**src/rtl/ji_pkg.sv**
```systemverilog
// ============================================================================
//  Module   : ji_pkg
//  Purpose  : Shared widths, opcodes, state and entry types for the JI packer.
//  Revision : 1.0
// ============================================================================
`default_nettype none

package ji_pkg;

    localparam int OPW    = 5;
    localparam int FIELDW = 27;
    localparam int WORDW  = 32;

    localparam logic [OPW-1:0] OP_J   = 5'b00001;
    localparam logic [OPW-1:0] OP_JAL = 5'b00011;

    typedef enum logic [1:0] {
        ST_EMPTY = 2'd0,
        ST_ONE   = 2'd1,
        ST_TWO   = 2'd2
    } pack_state_t;

    typedef struct packed {
        logic [OPW-1:0]    opcode;
        logic [FIELDW-1:0] field;
        logic              ovf;
    } entry_t;

endpackage

`default_nettype wire

```
**src/rtl/s_fit32_27.sv**
```systemverilog
// ============================================================================
//  Module   : s_fit32_27
//  Purpose  : Narrows a 32-bit signed target to a 27-bit field and flags fit.
//  Revision : 1.0
// ============================================================================
`default_nettype none

module s_fit32_27
    import ji_pkg::*;
(
    input  logic [WORDW-1:0]  in,
    output logic [FIELDW-1:0] field,
    output logic              fits
);

    logic [WORDW-FIELDW:0] w_top;

    // The dropped bits plus the field's sign bit must all agree.
    assign w_top = in[WORDW-1:FIELDW-1];
    assign field = in[FIELDW-1:0];
    assign fits  = (&w_top) | ~(|w_top);

endmodule

`default_nettype wire

```
**src/rtl/ji_target_packer.sv**
```systemverilog
// ============================================================================
//  Module   : ji_target_packer
//  Purpose  : Packs opcode + narrowed target into a JI word; 2-entry skid stage.
//  Revision : 1.0
// ============================================================================
`default_nettype none

module ji_target_packer #(
    parameter int OPW    = ji_pkg::OPW,
    parameter int FIELDW = ji_pkg::FIELDW,
    parameter int WORDW  = ji_pkg::WORDW,
    parameter int CNTW   = 8
) (
    input  logic             clock,
    input  logic             reset,
    input  logic             in_valid,
    output logic             in_ready,
    input  logic [OPW-1:0]   in_opcode,
    input  logic [WORDW-1:0] in_target,
    output logic             out_valid,
    input  logic             out_ready,
    output logic [WORDW-1:0] out_insn,
    output logic             out_ovf,
    output logic [CNTW-1:0]  ovf_count
);

    import ji_pkg::*;

    pack_state_t       state_q;
    entry_t            o_q;
    entry_t            s_q;
    logic              in_ready_q;
    logic              out_valid_q;
    logic [CNTW-1:0]   cnt_q;

    logic [FIELDW-1:0] w_field;
    logic              w_fits;
    logic              w_accept;
    logic              w_xfer;
    entry_t            w_new;

    s_fit32_27 u_fit (
        .in    (in_target),
        .field (w_field),
        .fits  (w_fits)
    );

    assign w_accept = in_valid && in_ready_q;
    assign w_xfer   = out_valid_q && out_ready;
    assign w_new    = '{opcode: in_opcode, field: w_field, ovf: !w_fits};

    always_ff @(posedge clock) begin
        if (reset) begin
            state_q     <= ST_EMPTY;
            o_q         <= '0;
            s_q         <= '0;
            in_ready_q  <= 1'b1;
            out_valid_q <= 1'b0;
            cnt_q       <= '0;
        end else begin
            if (w_accept && !w_fits && (cnt_q != {CNTW{1'b1}})) begin
                cnt_q <= cnt_q + 1'b1;
            end
            case (state_q)
                ST_EMPTY: begin
                    if (w_accept) begin
                        o_q         <= w_new;
                        state_q     <= ST_ONE;
                        out_valid_q <= 1'b1;
                    end
                end
                ST_ONE: begin
                    if (w_accept && w_xfer) begin
                        o_q <= w_new;
                    end else if (w_accept) begin
                        s_q        <= w_new;
                        state_q    <= ST_TWO;
                        in_ready_q <= 1'b0;
                    end else if (w_xfer) begin
                        state_q     <= ST_EMPTY;
                        out_valid_q <= 1'b0;
                    end
                end
                ST_TWO: begin
                    // Ready is low here, so only the drain of S can happen.
                    if (w_xfer) begin
                        o_q        <= s_q;
                        state_q    <= ST_ONE;
                        in_ready_q <= 1'b1;
                    end
                end
                default: begin
                    state_q     <= ST_EMPTY;
                    in_ready_q  <= 1'b1;
                    out_valid_q <= 1'b0;
                end
            endcase
        end
    end

    // Ready is forced low while reset is held so no beat is taken during it.
    assign in_ready  = in_ready_q && !reset;
    assign out_valid = out_valid_q;
    assign out_insn  = {o_q.opcode, o_q.field};
    assign out_ovf   = o_q.ovf;
    assign ovf_count = cnt_q;

endmodule

`default_nettype wire
```
**config.mk**
```make
export PLATFORM = sky130hd
export DESIGN_NAME = ji_target_packer
export DESIGN_NICKNAME = d
export VERILOG_FILES = /design/src/rtl/ji_pkg.sv /design/src/rtl/s_fit32_27.sv /design/src/rtl/ji_target_packer.sv
export SDC_FILE = /design/constraint.sdc
export NUM_CORES = 1
export LEC_CHECK = 0
export ABC_AREA = 1
export BUFFER_PORTS_ARGS = -buffer_cell sky130_fd_sc_hd__clkbuf_2
export CAP_MARGIN = 20
export CELL_PAD_IN_SITES_DETAIL_PLACEMENT = 1
export CELL_PAD_IN_SITES_GLOBAL_PLACEMENT = 1
export CORE_MARGIN = 2
export CORE_UTILIZATION = 40
export DETAILED_ROUTE_END_ITERATION = 16
export GPL_TIMING_DRIVEN = 0
export PLACE_DENSITY_LB_ADDON = 0.1
export SLEW_MARGIN = 20
export SYNTH_ARGS = -nofsm -noshare
export SYNTH_HDL_FRONTEND = slang
export SYNTH_SLANG_ARGS = --single-unit
```
**constraint.sdc**
```tcl
create_clock -name clock -period 3.6 [get_ports clock]
set_clock_uncertainty 0.15 [all_clocks]
set_input_delay 0.18 -clock clock [delete_from_list [all_inputs] [get_ports clock]]
set_output_delay 0.18 -clock clock [all_outputs]
set_load 0.05 [all_outputs]
```
==> impl_metrics.toml <==
[finish]
drive_gt1_share_pct = 19.90
nets = 641
area_growth_pct = 28.21
fin_util_pct = 52.87
fillCellCount = 1108
stdcell_count = 708
insertedDiodeCount = 0

[placement]
gp_congestion = 0.7761
hpwl_mm = 7.122
port_buffers = 83
dp.cells = 671
place_ws_ns = 1.855

[sta]
worst_slew_pin_slew_ns = 0.5160
setup_viol = 0
fmax_mhz = 564.1
maxSlewHeadroom_pct = 65.60
final_max_slew_viol_count = 0
setup_ws_ns = 1.827
setup-tns-final_ns = 0
hold_viol = 0
fin_crit_sh_pct = 49.24
rsz0062_at_grt = "false"
post-route-min-period_ns = 1.773

[global_routing]
grt_usage_pct = 23.05
grt_max_degree = 13
grt_pass1_vias = 3599
overflow = 0
grt_antenna_before_repair = 0
grt_pass1_wl_mm = 16.66

[clock_network]
numCtsBuffers = 9
cts_tree = "done"
cts_sinks = 78
clockBufferDepth = 2
clock_latency_ns = 0.36
htree_levels = 3
clk_pin_slew_ns = 0.08
cts_setup_buffers = 0
cts_root_buf = "clkbuf_8"

[hold_path]
holdPathEnd = "s_q[8]"
hold_depth = 3
holdCritPathClass = "in -> reg"
min_from = "in_target[7]"

[setup_path]
arrival_ns = 1.87
crit_path_end_kind = "flip-flop"
critPathKind = "reg -> reg"
r2r_setup_slack_ns = 1.83
cp-start-kind = "flip-flop"
r2r-start = "out_valid"
r2r_cells = 7
cp.required_ns = 3.70
regToRegEndpoint = "out_insn[6]"
crit_path_max_fanout = 10

[pwr]
ir_drop_mv = 0.3099
power.density_nw_per_um2 = 602.0
total_power_mw = 2.615
power_leakage_nw = 1.994

[routing]
vias_per_cell = 4.966
firstDrtPassIters = 4
vias = 3516
drc = 0
drt-wirelength-per-cell_um = 14.14
routed_wl_mm = 10.01
drt_iter0_drc = 124
ant_nets = 0

[logic_synthesis]
synth.distinct_cells = 24
synth_area_leaders = "dfxtp_1, o21ai_0, nor2_1, nand2_1, a21oi_1"
synth_cells = 483
yosys_warnings = 0
netlist_area_um2 = 3388
synth_seq_cells = 78
synth_top_cell_by_area = "dfxtp_1"
synth_top_area_share_pct = 46.09
avgSynthCellArea_um2 = 7.015
ys_seq_area_share_pct = 46.09
synth_nets = 525

[die]
start_util_pct = 41.24
die_w_um = 96.04
ioPinCount = 84
core_um2 = 8217
core.rowCount = 33
dieArea_um2 = 9223
die_h_um = 96.04

[status]
status = "finished clean"

[run]
max_cap_viol_count = 0
worst max-delay path: stages, from the launching register on:
cell and delay [ns]:
dfxtp_1 0.34, nand2_1 0.17, inv_1 0.12, o21ai_2 0.35, inv_2 0.15, buf_4 0.21
nor2_1 0.12, nor2_1 0.07
routing by layer:
layer / vias up / global-route usage [%] / part of all wire [%]
met1: 1660 / 28.29 / 46
met2: 54 / 40.22 / 49
li1: 1787 / - / -
met4: 0 / 7.381 / 1.3
met5: - / 0 / 0
met3: 15 / 4.699 / 3.6
worst max path at each step:
stage,from,cells after the start,to,slack (ns)
3_5_place_dp,out_valid,7,out_insn[6],1.85
4_1_cts,out_valid,7,out_insn[6],1.82
3_3_place_gp,state_q[1],7,out_insn[16],1.91
5_1_grt,out_valid,7,out_insn[16],1.69
6_report,out_valid,7,out_insn[6],1.83
2_1_floorplan,ovf_count[0],8,ovf_count[5],1.78
stage by stage:
stage	cell area (um2)	hold slack, ns
floorplan	3388	0.09907
global placement	3935	0.2836
detailed placement	3935	0.2915
CTS	4344	0.001402
global route	4344	0.02108
finish	4344	0.001614
state kept, by name, indices dropped and copies added (netlist names):
name	flops
out_ovf	1
s_q	33
out_insn	32
out_valid	1
ovf_count	8
in_ready_q	1
state_q	2
area by class of cell:
class                   count  area, um2  area share [%]
flip-flops and latches     78       1562           35.94
multi-input cells         327       1473           33.90
repair buffers            105      635.6           14.63
inverters                  51      191.4           4.407
plain buffers              27      162.7           3.744
clock buffers              11      141.4           3.255
well taps                 105      131.4           3.024
clock inverters             4      47.55           1.094
cell usage in the layout (no fill, tap or decap):
cell type / instances
o21ai_0: 75
clkbuf_2: 83
nand2_2: 2
inv_2: 2
nand3_1: 19
xor2_1: 1
clkbuf_8: 10
xnor2_1: 1
ha_1: 1
clkinvlp_4: 1
dlygate4sd3_1: 22
o21ai_1: 24
inv_1: 48
nand4_1: 1
bufinv_16: 1
a31oi_1: 1
or2_2: 1
clkinv_2: 2
clkinv_1: 1
nor2_1: 92
nor2_2: 1
clkbuf_1: 13
buf_4: 7
buf_2: 4
buf_6: 4
nor3_2: 1
nand2_1: 64
a21oi_1: 42
dfxtp_1: 78
o21ai_2: 1
synth_stat cells:
master and n:
nor2_1 92, dfxtp_1 78, o21ai_0 75, nand2_1 64, inv_1 48, a21oi_1 42
o21ai_1 24, nand3_1 19, clkbuf_1 12, buf_4 7, buf_2 4, buf_6 4
inv_2 2, nand2_2 2, a31oi_1 1, clkinv_1 1, ha_1 1, nand4_1 1
nor2_2 1, nor3_2 1, o21ai_2 1, or2_2 1, xnor2_1 1, xor2_1 1
power by group:
part / switching [mW] / total [mW] / internal, mW
clock network: 0.321 / 0.655 / 0.334
registers: 0.0676 / 1.07 / 0.999
logic: 0.650 / 0.894 / 0.245
total: 1.04 / 2.62 / 1.58
cells by family after synthesis:
kind of cell               synth area share, %
xor gates and xnor gates                0.5171
adders and majority gates               0.3692
buffers and inverters                    10.45
and+or+nand+nor                          21.31
DFF                                      46.09
AOI/OAI and AO/OA                        21.27
what timing repair did:
action                    in CTS  in global routing
hold buffers                  22                  0
resized for setup              0                  0
hold endpoints to repair      24                  0
(Power assumes the default switching activity.)
